--- config.mk ---
export PLATFORM = sky130hd
export DESIGN_NAME = poolb_dp_gen
export DESIGN_NICKNAME = d
export VERILOG_FILES = /design/src/rtl/poolb_dp_gen.sv
export SDC_FILE = /design/constraint.sdc
export NUM_CORES = 1
export LEC_CHECK = 0
export CAP_MARGIN = 20
export CORE_MARGIN = 2
export CORE_UTILIZATION = 54
export CTS_CLUSTER_SIZE = 20
export DETAILED_ROUTE_END_ITERATION = 8
export PLACE_DENSITY = 0.83
export SLEW_MARGIN = 0
export SYNTH_ARGS = -nofsm -noshare
export SYNTH_HDL_FRONTEND = slang
export SYNTH_SLANG_ARGS = --single-unit
--- constraint.sdc ---
create_clock -name clk -period 3.1 [get_ports clk]
set_input_delay 0.62 -clock clk [delete_from_list [all_inputs] [get_ports clk]]
set_output_delay 0.62 -clock clk [all_outputs]
set_load 0.01 [all_outputs]
--- src/rtl/poolb_dp_gen.sv ---
// poolb_dp_gen: N-channel 2x2/stride-2 pooling datapath (max or average).
// Ports:
//   clk, reset (async, active-low), clear (sync flush)
//   in_valid/in_ready with in_a (row 2r), in_b (row 2r+1), NUM_CH lanes of DATA_WIDTH bits
//   out_valid/out_ready with out_data (same packing), out_last (final output of the layer)
// Build option: define POOLB_RELU_EN to clamp negative results to zero.
module poolb_dp_gen #(
    parameter int DATA_WIDTH = 32,
    parameter int IFM_SIZE   = 10,
    parameter int IFM_DEPTH  = 30,
    parameter int NUM_CH     = 3,
    parameter int POOL_MODE  = 0
) (
    input  logic                         clk,
    input  logic                         reset,
    input  logic                         clear,
    input  logic                         in_valid,
    output logic                         in_ready,
    input  logic [NUM_CH*DATA_WIDTH-1:0] in_a,
    input  logic [NUM_CH*DATA_WIDTH-1:0] in_b,
    output logic                         out_valid,
    input  logic                         out_ready,
    output logic [NUM_CH*DATA_WIDTH-1:0] out_data,
    output logic                         out_last
);

    localparam int DW     = DATA_WIDTH;
    localparam int PW     = DW + 2;
    localparam int ROWS   = IFM_SIZE / 2;
    localparam int GROUPS = (IFM_DEPTH + NUM_CH - 1) / NUM_CH;
    localparam int CW     = $clog2(IFM_SIZE);
    localparam int RW     = (ROWS > 1) ? $clog2(ROWS) : 1;
    localparam int GW     = (GROUPS > 1) ? $clog2(GROUPS) : 1;

    localparam logic [CW-1:0] COL_MAX   = CW'(IFM_SIZE - 1);
    localparam logic [CW-1:0] PCOL_LAST = CW'(2 * ROWS - 1);
    localparam logic [RW-1:0] ROW_MAX   = RW'(ROWS - 1);
    localparam logic [GW-1:0] GRP_MAX   = GW'(GROUPS - 1);
    localparam bit            ODD_SIZE  = (IFM_SIZE % 2) != 0;

    logic [CW-1:0] col_q, col_d;
    logic [RW-1:0] row_q, row_d;
    logic [GW-1:0] grp_q, grp_d;

    logic signed [PW-1:0] part_q [NUM_CH];
    logic signed [PW-1:0] pnext_w [NUM_CH];

    logic                   out_valid_q;
    logic                   out_last_q;
    logic [NUM_CH*DW-1:0]   out_data_q;
    logic [NUM_CH*DW-1:0]   res_flat;

    logic accept, drop_beat, odd_beat, even_beat, last_d;

    assign in_ready  = reset & (out_ready | ~out_valid_q);
    assign accept    = in_valid & in_ready & ~clear;
    // With an odd map size the trailing column has no partner.
    assign drop_beat = ODD_SIZE && (col_q == COL_MAX);
    assign odd_beat  = accept & col_q[0];
    assign even_beat = accept & ~col_q[0] & ~drop_beat;
    assign last_d    = (col_q == PCOL_LAST) && (row_q == ROW_MAX)
                    && (grp_q == GRP_MAX);

    assign out_valid = out_valid_q;
    assign out_last  = out_last_q;
    assign out_data  = out_data_q;

    always_comb begin
        col_d = col_q + 1'b1;
        row_d = row_q;
        grp_d = grp_q;
        if (col_q == COL_MAX) begin
            col_d = '0;
            if (row_q == ROW_MAX) begin
                row_d = '0;
                grp_d = (grp_q == GRP_MAX) ? '0 : grp_q + 1'b1;
            end else begin
                row_d = row_q + 1'b1;
            end
        end
    end

    for (genvar k = 0; k < NUM_CH; k++) begin : g_ch
        logic signed [DW-1:0] a_s, b_s, raw, res;

        assign a_s = in_a[k*DW +: DW];
        assign b_s = in_b[k*DW +: DW];

        if (POOL_MODE == 1) begin : g_avg
            logic signed [PW-1:0] s2, s3;
            logic [1:0]           unused_frac;
            assign s2 = {{2{a_s[DW-1]}}, a_s} + {{2{b_s[DW-1]}}, b_s};
            assign s3 = part_q[k] + s2;
            // Dropping the two LSBs of a signed sum is floor(sum/4).
            assign raw = s3[DW+1:2];
            assign unused_frac = s3[1:0];
            assign pnext_w[k] = s2;
        end else begin : g_max
            logic signed [DW-1:0] mx2, pm;
            logic [1:0]           unused_hi;
            assign mx2 = (a_s > b_s) ? a_s : b_s;
            assign pm  = part_q[k][DW-1:0];
            assign raw = (pm > mx2) ? pm : mx2;
            assign unused_hi = part_q[k][PW-1:DW];
            assign pnext_w[k] = {{2{mx2[DW-1]}}, mx2};
        end

`ifdef POOLB_RELU_EN
        assign res = raw[DW-1] ? '0 : raw;
`else
        assign res = raw;
`endif
        assign res_flat[k*DW +: DW] = res;
    end

    always_ff @(posedge clk or negedge reset) begin
        if (!reset) begin
            col_q       <= '0;
            row_q       <= '0;
            grp_q       <= '0;
            out_valid_q <= 1'b0;
            out_last_q  <= 1'b0;
            out_data_q  <= '0;
            for (int k = 0; k < NUM_CH; k++) part_q[k] <= '0;
        end else if (clear) begin
            col_q       <= '0;
            row_q       <= '0;
            grp_q       <= '0;
            out_valid_q <= 1'b0;
            out_last_q  <= 1'b0;
            for (int k = 0; k < NUM_CH; k++) part_q[k] <= '0;
        end else begin
            if (accept) begin
                col_q <= col_d;
                row_q <= row_d;
                grp_q <= grp_d;
            end
            if (odd_beat) begin
                out_valid_q <= 1'b1;
                out_data_q  <= res_flat;
                out_last_q  <= last_d;
            end else if (out_ready) begin
                out_valid_q <= 1'b0;
            end
            for (int k = 0; k < NUM_CH; k++) begin
                if (even_beat) part_q[k] <= pnext_w[k];
            end
        end
    end

endmodule

==> results of run 1 <==
-- cells by family after synthesis --
| kind of cell | after synthesis | synth area share |
|---|---|---|
| and+or+nand+nor | 600 | 0.187 |
| AOI/OAI and AO/OA | 564 | 0.243 |
| buffers and inverters | 250 | 0.0607 |
| DFF | 205 | 0.317 |
| adders and majority gates | 195 | 0.151 |
| muxes | 65 | 0.0404 |
| xor gates and xnor gates | 1 | 0.00100 |
-- cells in the mapped netlist, types with 24 or more instances --
| library cell | n | area (µm²) |
|---|---|---|
| a21boi_0 | 31 | 233 |
| ha_1 | 195 | 2440 |
| or4_1 | 30 | 225 |
| nand2_1 | 145 | 544 |
| nor2_1 | 107 | 402 |
| nand4_1 | 40 | 250 |
| inv_1 | 117 | 439 |
| o211ai_1 | 43 | 323 |
| a211o_1 | 33 | 289 |
| o221ai_1 | 30 | 263 |
| o2bb2ai_1 | 31 | 272 |
| nand3_1 | 147 | 736 |
| clkbuf_1 | 98 | 368 |
| dfrtp_1 | 205 | 5130 |
| a2111oi_0 | 37 | 324 |
| a21o_1 | 24 | 180 |
| a21oi_1 | 77 | 385 |
| mux2i_1 | 62 | 621 |
| buf_2 | 29 | 145 |
| o21ai_0 | 127 | 636 |
| and2_1 | 31 | 194 |
| a211oi_1 | 73 | 548 |
| nand2b_1 | 35 | 219 |
-- repair_timing --
action | in CTS
endpoints found under the setup margin | 144
endpoints found under the hold margin | 0
gates cloned | 23
buffers inserted | 131
gates resized for setup | 985
pin swaps | 252
-- stage by stage --
| step | util | hold slack (ns) | instances | cell area [µm²] | worst slack [ns] |
|---|---|---|---|---|---|
| 2_1_floorplan | - | 0.324 | 1880 | 17700 | -1.67 |
| 3_3_place_gp | 0.789 | 0.460 | 2759 | 23300 | -2.70 |
| 3_5_place_dp | 0.789 | 0.476 | 2759 | 23300 | -2.89 |
| 4_1_cts | 0.926 | 0.323 | 2952 | 27400 | -1.74 |
-- layer usage --
layer  track usage  overflow
met4          1.13       526
met3         0.770        49
met1         0.883        22
met5         0.335         3
met2          1.22      1414
==> summary.txt, run 1 <==
FP Rows -> 63
Count of cell types in the netlist -> 75
Root Buffer -> clkbuf_16
Synth warn -> 0
GRT Util Overall -> 0.972
Post-Synthesis Net Count -> 2272
Sink Count -> 205
Num ports -> 296
Sequential-to-total area share from yosys stat -> 0.317
Starting Density -> 0.548
Post-Syn Area -> 16200 µm²
Dominant synthesized flop cell -> dfrtp_1
CTS Hold Bufs -> 0
Asr flop ratio synth -> 1.00
Inserted Clock Buffers -> 24
Largest net degree at the start of global routing -> 157
EDFF count, synth -> 0
Port-buffer cells -> 295
Seq cells post-synth -> 205
Grt total ovfl -> 2014
RD Place Congestion -> 0.963
CTS H-tree depth -> 1
Log Error -> [ERROR GRT-0232] Routing congestion too high. Check the congestion heatmap in the GUI.
Die height -> 177 µm
Synth Instances -> 1880
Outcome -> did not finish
Syn_area_per_cell -> 8.61 µm²
Die X -> 177 µm
Post-DP HPWL -> 42.8 mm
Clock Tree Buf Depth -> 3
Failed at -> global routing
==> run 2: changes to the inputs <==
Settings changed: CORE_UTILIZATION 54 to 40, CTS_CLUSTER_SIZE 20 to not set, PLACE_DENSITY 0.83 to not set, PLACE_DENSITY_LB_ADDON set to 0.15.
==> run 2 against run 1 <==
  * The flow now finishes, with violations (setup timing)
  * Synthesized area unchanged
  * Synthesized cell count unchanged
==> summary.txt, run 2 <==
Max Slew Vio Count -> 0
Synth cell count leaders -> dfrtp_1 (205), ha_1 (195), nand3_1 (147)
Largest net degree at the start of global routing -> 143
Top-area cell type share of the netlist area -> 0.317
Core Util, Final -> 0.720
Asr flop ratio synth -> 1.00
Final Hold Vio Count -> 0
Sequential-to-total area share from yosys stat -> 0.317
EDFF count, synth -> 0
Num ports -> 296
VDD IR max -> 0.395 mV
Die area -> 42100 µm²
Fmax achieved -> 0.203 GHz
FP Rows -> 73
P_int -> 8750 µW
Count of cell types in the netlist -> 75
Synth Area in XOR/XNOR -> 0.00100
Area Overhead vs Synth -> 77.1%
Share of layout cells above drive strength 1 -> 0.450
Pleak -> 0.0125 µW
Final worst slack -> -1.82 ns
Commonest non-fill, non-tap cell in the layout -> buf_4
Slew HR -> 0.369
GRT Util Overall -> 0.301
CTS H-tree depth -> 1
Dominant synthesized flop cell -> dfrtp_1
Commonest cells after routing, fill and taps aside -> buf_4 (394), dfrtp_1 (205), nand2_1 (137)
CTS tree -> yes
Core area -> 39800 µm²
Synth Area in Simple Gates -> 0.187
Gate power share -> 0.498
Grt total ovfl -> 0
Most numerous cell in the Yosys netlist -> dfrtp_1
Multiplexer share of the synthesized area -> 0.0404
Starting Density -> 0.407
Area fraction in compound gates after synthesis -> 0.243
Final wirelength -> 67.1 mm
Worst slew pin tran -> 0.947 ns
Initial antenna violation count -> 0
Critical Path Start Type -> primary input
Reg clk slew, reported paths -> 0.06 ns
Max Fanout on Critical Path -> 8
Largest family of logic cells by synthesized area -> compound AO/OA/AOI/OAI gates
Seq pwr share -> 0.267
Share of the clock period used by the worst path -> 1.59
RD Place Congestion -> 0.878
Max Cap Viol -> 0
Outcome -> complete, but fails checks
Wirelength per Cell -> 21.5 µm
Post-DP HPWL -> 42.1 mm
Clock Tree Buf Depth -> 3
Max Clock Skew -> 0.0148 ns
Initial drt markers -> 1218
Post-Syn Area -> 16200 µm²
Inserted Clock Buffers -> 24
Design Area, Final -> 28700 µm²
Dpl cells -> 2920
Post-Synthesis Net Count -> 2272
Clock latency on the worst-skew pair -> 0.53 ns
Vias -> 18500
Type of the worst setup path -> primary input to flip-flop
Cell Count, Final, Fillers Out -> 3126
Adder-Cell Fraction of Synth Area -> 0.151
Die height -> 205 µm
Unrepaired setup endpoints after global routing -> true
Global-route wire length before repair -> 102 mm
Hold Crit Class -> primary input to asynchronous set/reset pin
DRC violations left -> 0
Vias in the first global route -> 19000
Clock power frac -> 0.235
Synth Instances -> 1880
Root Buffer -> clkbuf_16
# fillers -> 2849
Synth top area cells -> dfrtp_1 (32%), ha_1 (15%), nand3_1 (4.5%)
Failing checks -> setup timing
Antenna-violating nets left -> 0
NetSw -> 4810 µW
Final #Nets -> 2976
Seq cells post-synth -> 205
Sw frac -> 0.355
# diodes -> 0
Crit end category -> flip-flop
Worst endpoint data arrival time -> 5.31 ns
Pwr dens -> 473 nW/µm²
Overall power -> 13600 µW
DRT Pass-1 Iters -> 5
Port-buffer cells -> 295
Sink Count -> 205
Syn_area_per_cell -> 8.61 µm²
Top cell type by total area after synthesis -> dfrtp_1
Minimum clock period -> 4.92 ns
Placed cell areas -> 23600 µm²
Dpl ws -> -2.92 ns
Synth warn -> 0
Final setup violating endpoints -> 96
Die X -> 205 µm
Required @ worst endpoint -> 3.49 ns
Vias/cell -> 5.90
-- run 2: cell counts after synthesis --
Identical to the previous run, type by type.
-- run 2: repair_timing --
item                        CTS  global route
pin swaps                   265           154
setup endpoints to repair   134            98
gates cloned                 24             4
hold buffers                  0             0
resized for setup          1007           182
setup buffers               107            42
-- run 2: cell type report --
cell class                 count  area (µm²)  area share
multi-input combinational   1425       13700       0.478
clock buffer                  34         699      0.0244
inverter                     118         534      0.0186
sequential                   205        5130       0.179
tap                          525         657      0.0229
timing repair buffer         810        7790       0.272
clock inverter                 9         173     0.00602
-- run 2: layer usage --
metal / up-vias / part of all wire / track usage
met5: - / 0 / 0
met4: 0 / 0.032 / 0.0943
li1: 8469 / - / -
met1: 9044 / 0.41 / 0.401
met2: 776 / 0.49 / 0.507
met3: 165 / 0.069 / 0.0377
-- run 2: power groups by stage --
stage	logic (µW)	clock network (µW)	registers, µW
6_report	6750	3190	3620
5_1_grt	7150	3320	3660
4_1_cts	6290	3220	3610
3_5_place_dp	5040	0	3630
3_3_place_gp	4950	0	3630
2_1_floorplan	2310	0	3690
-- run 2: cells by family after synthesis --
kind of cell,after synthesis
and+or+nand+nor,600
DFF,205
buffers and inverters,250
adders and majority gates,195
AOI/OAI and AO/OA,564
xor gates and xnor gates,1
muxes,65
-- run 2: worst paths after layout --
path / startpoint / end / slack (ns) / cells past startpoint
setup / recovery: in_b[7] / out_data[16]$_DFFE_PN0P_ / -1.82 / 21
hold / removal: reset / g_ch[0].g_max.pm[22]$_DFFE_PN0P_ / 0.16 / 2
setup reg to reg: g_ch[0].g_max.pm[17]$_DFFE_PN0P_ / out_data[16]$_DFFE_PN0P_ / -0.02 / 11
hold reg to reg: grp_q[3]$_DFFE_PN0P_ / grp_q[3]$_DFFE_PN0P_ / 0.47 / 1
max in group asynchronous: reset / out_data[32]$_DFFE_PN0P_ / 1.48 / 3
min in group clk: in_a[58] / g_ch[1].g_max.pm[26]$_DFFE_PN0P_ / 0.45 / 3
-- run 2: per-stage QoR --
stage,hold WS (ns),setup TNS (ns)
global route,0.288,-179.92
global placement,0.465,-299.23
floorplan,0.324,-147.80
detailed placement,0.469,-315.20
finish,0.161,-167.62
CTS,0.273,-150.06
-- run 2: worst max-delay path, stage by stage --
cell       delay [ns]
buf_4            0.11
inv_2            0.05
ha_4             0.27
nand4_1          0.22
a2111o_1         0.45
o211ai_1         0.22
a21o_4           0.29
nand2_8          0.11
buf_16           0.18
a21boi_4         0.23
ha_4             0.23
a21o_1           0.20
a211oi_2         0.29
o21ai_2          0.12
a311o_2          0.40
o211ai_1         0.29
o211ai_1         0.21
buf_4            0.22
buf_12           0.15
a2111oi_4        0.36
a211oi_2         0.06
No activity file was read; power rests on OpenSTA's default activity.
==> RTL edit 1, RTL diff (settings of run 2) <==
The parameter `IFM_DEPTH` goes from 30 to 60.
--- a/src/rtl/poolb_dp_gen.sv
+++ b/src/rtl/poolb_dp_gen.sv
@@ -7,7 +7,7 @@
 module poolb_dp_gen #(
     parameter int DATA_WIDTH = 32,
     parameter int IFM_SIZE   = 10,
-    parameter int IFM_DEPTH  = 30,
+    parameter int IFM_DEPTH  = 60,
     parameter int NUM_CH     = 3,
     parameter int POOL_MODE  = 0
 ) (
Function: same outputs for any inputs over 4 cycles, from zero or initial values and one cycle with reset low; that may be too few to reach the edited logic, so the function may still have changed.
==> RTL edit 1 against run 2 <==
The flow still finishes with violations (negative setup slack); worst hold slack gained 0.28 ns; sequential power shrank 1%; die area shrank 4.9%; synthesized cell count shrank 8.0%; power shrank 12%; setup slack lost 0.0079 ns; wire length shrank 13%; synthesized area shrank 5.0%; register-to-register slack gained 0.17 ns; sequential cell count grew 1; combinational power shrank 21%; clock power shrank 3%; design area shrank 10%; non-clock buffer count shrank 77; highest routed layer is now met5.
==> RTL edit 1: results (changes against run 2) <==
<table>
<tr><th>Metric</th><th>Value</th></tr>
<tr><th colspan="2">Worst setup path</th></tr>
<tr><td>Highest-delay cell along the critical path</td><td>a211oi_2</td></tr>
<tr><td>Data arrival time at the worst-slack endpoint</td><td>5.34 ns (+0.03 ns)</td></tr>
<tr><td>Cell count of the worst reg-to-reg path</td><td>10 (-1)</td></tr>
<tr><td>Register-to-register setup slack</td><td>0.15 ns (+0.17 ns)</td></tr>
<tr><td>Reg2reg start</td><td>g_ch[1].g_max.pm[14]</td></tr>
<tr><td>Worst setup startpoint</td><td>in_a[42]</td></tr>
<tr><th colspan="2">Synthesis</th></tr>
<tr><td>Gate count after technology mapping</td><td>1729 (-8.0%)</td></tr>
<tr><td>Post-synthesis net count</td><td>2120 (-6.7%)</td></tr>
<tr><td>Commonest cells in the synthesized netlist</td><td>dfrtp_1 (206), ha_1 (194), o21ai_0 (155)</td></tr>
<tr><td>Synth cell types</td><td>56 (-25%)</td></tr>
<tr><td>Leading post-synthesis cells by cell area</td><td>dfrtp_1 (34%), ha_1 (16%), o21ai_0 (5.0%), nand3b_1 (4.5%), mux2i_1 (4.2%)</td></tr>
<tr><th colspan="2">GRT</th></tr>
<tr><td>Number of global-route vias before repair</td><td>16922 (-11%)</td></tr>
<tr><td>Total global routing track utilization</td><td>0.2754 (-0.02527)</td></tr>
<tr><th colspan="2">Drt</th></tr>
<tr><td>Vias/cell</td><td>5.734 (-2.9%)</td></tr>
<tr><td>Initial DRC Count</td><td>1095 (-10%)</td></tr>
<tr><td>First-pass iteration count of the detailed router</td><td>8 (+3)</td></tr>
<tr><th colspan="2">Timing</th></tr>
<tr><td>Layout Skew</td><td>0.01387 ns (-0.0009634 ns)</td></tr>
<tr><td>Worst-margin pin slew</td><td>0.9195 ns (-0.02724 ns)</td></tr>
<tr><td>Final-layout setup total negative slack</td><td>-138.75 ns (+28.87 ns)</td></tr>
<tr><td>Number of setup violations in the final report</td><td>97 (+1.0%)</td></tr>
<tr><td>Fin worst setup slack</td><td>-1.829 ns (-0.007870 ns)</td></tr>
<tr><th colspan="2">Status</th></tr>
<tr><td>Violations in the final reports</td><td>negative setup slack</td></tr>
<tr><td>Run status</td><td>finished, violations left</td></tr>
<tr><th colspan="2">Placement</th></tr>
<tr><td>Place WS</td><td>-2.957 ns (-0.03489 ns)</td></tr>
<tr><td>Half-perimeter wire length after detailed placement</td><td>36.85 mm (-13%)</td></tr>
<tr><td>RePlAce Congestion</td><td>0.8524 (-2.9%)</td></tr>
<tr><td>Placement-stage cell area</td><td>21680 sq um (-8.3%)</td></tr>
<tr><th colspan="2">Final layout</th></tr>
<tr><td>Count of placed standard cells in the final layout, fillers left out</td><td>2915 (-6.7%)</td></tr>
</table>
-- RTL edit 1: cell count changes in the layout (fill, tap and decap cells not counted), moves of 32 or more --
cell / change
nand3_1: -96
nand3b_1: +92
nand2_1: -70
a211oi_2: -49
a2111oi_4: -34
buf_12: -34
buf_6: -34
o211ai_1: -34
nand4_1: +32
-- RTL edit 1: what timing repair did --
| action | in CTS | in global routing |
|---|---|---|
| endpoints found under the hold margin | 21 | 0 |
| hold buffers | 1 | 0 |
| setup endpoints to repair | 148 | 102 |
| buffers inserted | 92 | 25 |
| pin swaps | 171 | 153 |
| gates resized for setup | 695 | 259 |
| gates cloned | 14 | 7 |
-- RTL edit 1: kinds of logic (layout without fill, tap and decap cells) --
logic type,after synthesis,count (layout),synth area share
and+or+nand+nor,479,482,0.1699
AOI/OAI and AO/OA,555,556,0.2335
DFF,206,206,0.3353
muxes,68,71,0.04475
adders and majority gates,194,194,0.1579
buffers and inverters,227,895,0.05875
-- RTL edit 1: final cells by class --
type / instances / area, sq um
Clock buffer: 39 / 768.2
Clock inverter: 7 / 92.59
Fill cell: 2887 / 11970
Inverter: 116 / 508.0
Multi-Input combinational cell: 1303 / 12140
Sequential cell: 206 / 5155
Tap cell: 511 / 639.4
Timing Repair Buffer: 733 / 6482
-- RTL edit 1: report_power, final --
| group | leakage (nW) | switching [mW] | internal [mW] |
|---|---|---|---|
| sequential | 2.76 | 0.413 | 3.16 |
| clock | 0.427 | 1.22 | 1.87 |
| combinational | 8.59 | 2.40 | 2.91 |
| total | 11.8 | 4.03 | 7.94 |
-- RTL edit 1: metal layers --
layer  vias up  routed length [microns]  track usage
met5         -                       16            0
met4         2                     1598      0.09191
met3       114                     3483      0.04167
met2       564                    27630       0.4588
met1      8274                    25530       0.3668
li1       7760                        -            -
==> RTL edit 2, RTL diff (config.mk and constraints of run 2) <==
Made on the original files. Reset style: synchronous (`reset`), changed in one clocked block. Comments in the files are not updated.
--- a/src/rtl/poolb_dp_gen.sv
+++ b/src/rtl/poolb_dp_gen.sv
@@ -113,7 +113,7 @@
         assign res_flat[k*DW +: DW] = res;
     end
 
-    always_ff @(posedge clk or negedge reset) begin
+    always_ff @(posedge clk) begin
         if (!reset) begin
             col_q       <= '0;
             row_q       <= '0;
Formal check against the unedited RTL: differs if reset is asserted again (counterexample within 4 cycles, from zero or initial values and one cycle with reset low); with reset held inactive, the same outputs for 4 cycles.
==> RTL edit 2 against run 2 <==
The flow still finishes with violations (negative setup slack); setup slack improved by 0.27 ns; die area fell by 15%; power fell by 29%; synthesized area fell by 15%; sequential cell count did not move; wire length fell by 24%; clock skew fell by 0.0051 ns; sequential power fell by 16%; design area fell by 19%; highest routed layer unchanged.
==> RTL edit 2: results (changes against run 2) <==
<table>
<tr><th>Metric</th><th>Value</th></tr>
<tr><th colspan="2">Final layout</th></tr>
<tr><td># clk buffers</td><td>37 (+8.8%)</td></tr>
<tr><td>Multi-input combinational area share</td><td>0.4456 (-0.03196)</td></tr>
<tr><td>Number of flip-flops and latches</td><td>205 (unchanged)</td></tr>
<tr><th colspan="2">Placement</th></tr>
<tr><td>Half-perimeter wire length after detailed placement</td><td>32.37 mm (-23%)</td></tr>
<tr><td>Placement-stage cell area</td><td>19650 sq um (-17%)</td></tr>
<tr><td>Place WS</td><td>-2.586 ns (+0.3363 ns)</td></tr>
<tr><th colspan="2">Drt</th></tr>
<tr><td>Routed vias</td><td>14593 (-21%)</td></tr>
<tr><td>Post-detailed-route wirelength per cell</td><td>19.55 microns (-9.0%)</td></tr>
<tr><td>Initial DRC Count</td><td>931 (-24%)</td></tr>
<tr><th colspan="2">Status</th></tr>
<tr><td>Violations in the final reports</td><td>negative setup slack</td></tr>
<tr><td>Run status</td><td>finished, violations left</td></tr>
<tr><th colspan="2">Timing</th></tr>
<tr><td>Layout Skew</td><td>0.009749 ns (-0.005082 ns)</td></tr>
<tr><td>Final-layout setup total negative slack</td><td>-132.59 ns (+35.03 ns)</td></tr>
<tr><td>Fin worst setup slack</td><td>-1.553 ns (+0.2682 ns)</td></tr>
<tr><td>Number of setup violations in the final report</td><td>96 (unchanged)</td></tr>
<tr><th colspan="2">Synthesis</th></tr>
<tr><td>Top flip-flop cell by instance count after synthesis</td><td>dfxtp_1</td></tr>
<tr><td>Post-synthesis net count</td><td>1922 (-15%)</td></tr>
<tr><td>Commonest cells in the synthesized netlist</td><td>ha_1 (194), nor2_1 (149), inv_1 (115)</td></tr>
<tr><td>Register area share after synthesis</td><td>0.3700 (+0.05319)</td></tr>
<tr><th colspan="2">GRT</th></tr>
<tr><td>Total global routing track utilization</td><td>0.2695 (-0.03123)</td></tr>
<tr><th colspan="2">Worst setup path</th></tr>
<tr><td>Data arrival time at the worst-slack endpoint</td><td>5.08 ns (-0.23 ns)</td></tr>
<tr><td>Largest fanout of any net on the critical path</td><td>7 (-1)</td></tr>
<tr><td>Highest-delay cell along the critical path</td><td>mux2_4</td></tr>
<tr><td>Worst setup startpoint</td><td>in_a[32]</td></tr>
<tr><th colspan="2">Clock network</th></tr>
<tr><td># Post-CTS Setup Buffers</td><td>66 (-38%)</td></tr>
<tr><td># resized after CTS</td><td>873 (-13%)</td></tr>
<tr><th colspan="2">Floorplanning</th></tr>
<tr><td>Die area</td><td>35720 sq um (-15%)</td></tr>
</table>
-- RTL edit 2: cell count changes in the layout (fill, tap and decap cells not counted), sizes merged, moves of 42 or more --
cell / before / now
dfxtp: 0 / 109
buf: 612 / 469
edfxtp: 0 / 96
dfrtp: 205 / 0
nand2: 145 / 75
nor2: 107 / 149
nand4: 41 / 105
-- RTL edit 2: path summary, 6_finish.rpt --
| check | endpoint | slack (ns) |
|---|---|---|
| hold / removal | out_data[88] | 0.45 |
| hold reg to reg | out_data[94] | 0.46 |
| setup reg to reg | out_data[6] | 0.32 |
| setup / recovery | out_data[41] | -1.55 |
-- RTL edit 2: metal layers --
| layer | up-vias | track usage | part of all wire |
|---|---|---|---|
| li1 | 6928 | - | - |
| met1 | 7053 | 0.3439 | 0.41 |
| met2 | 504 | 0.4718 | 0.49 |
| met3 | 108 | 0.03466 | 0.062 |
| met4 | 0 | 0.08504 | 0.033 |
| met5 | - | 0 | 0 |
-- RTL edit 2: kinds of logic after synthesis --
logic type / synth area share
multiplexers: 0.05301
XOR/XNOR: 0.002560
buffers and inverters: 0.06060
adder cells (fa/ha/maj): 0.1773
flip-flops: 0.3700
AND/OR/NAND/NOR: 0.1760
AO/OA/AOI/OAI: 0.1605
-- RTL edit 2: through the flow --
stage / hold WS [ns] / total power [mW] / util / std cells
after global routing: 0.4475 / 10.03 / 0.6936 / 2602
after detailed placement: 0.4552 / 5.731 / 0.5845 / 2462
final: 0.4528 / 9.616 / 0.6936 / 2602
after global placement: 0.4462 / 5.674 / 0.5845 / 2462
after CTS: 0.4369 / 9.155 / 0.6680 / 2583
after floorplan: 0.4587 / 4.468 / - / 1531
-- RTL edit 2: where the power goes --
group / switching (mW) / internal [mW]
combinational: 1.86 / 1.97
clock: 1.14 / 1.61
sequential: 0.0787 / 2.96
total: 3.08 / 6.54
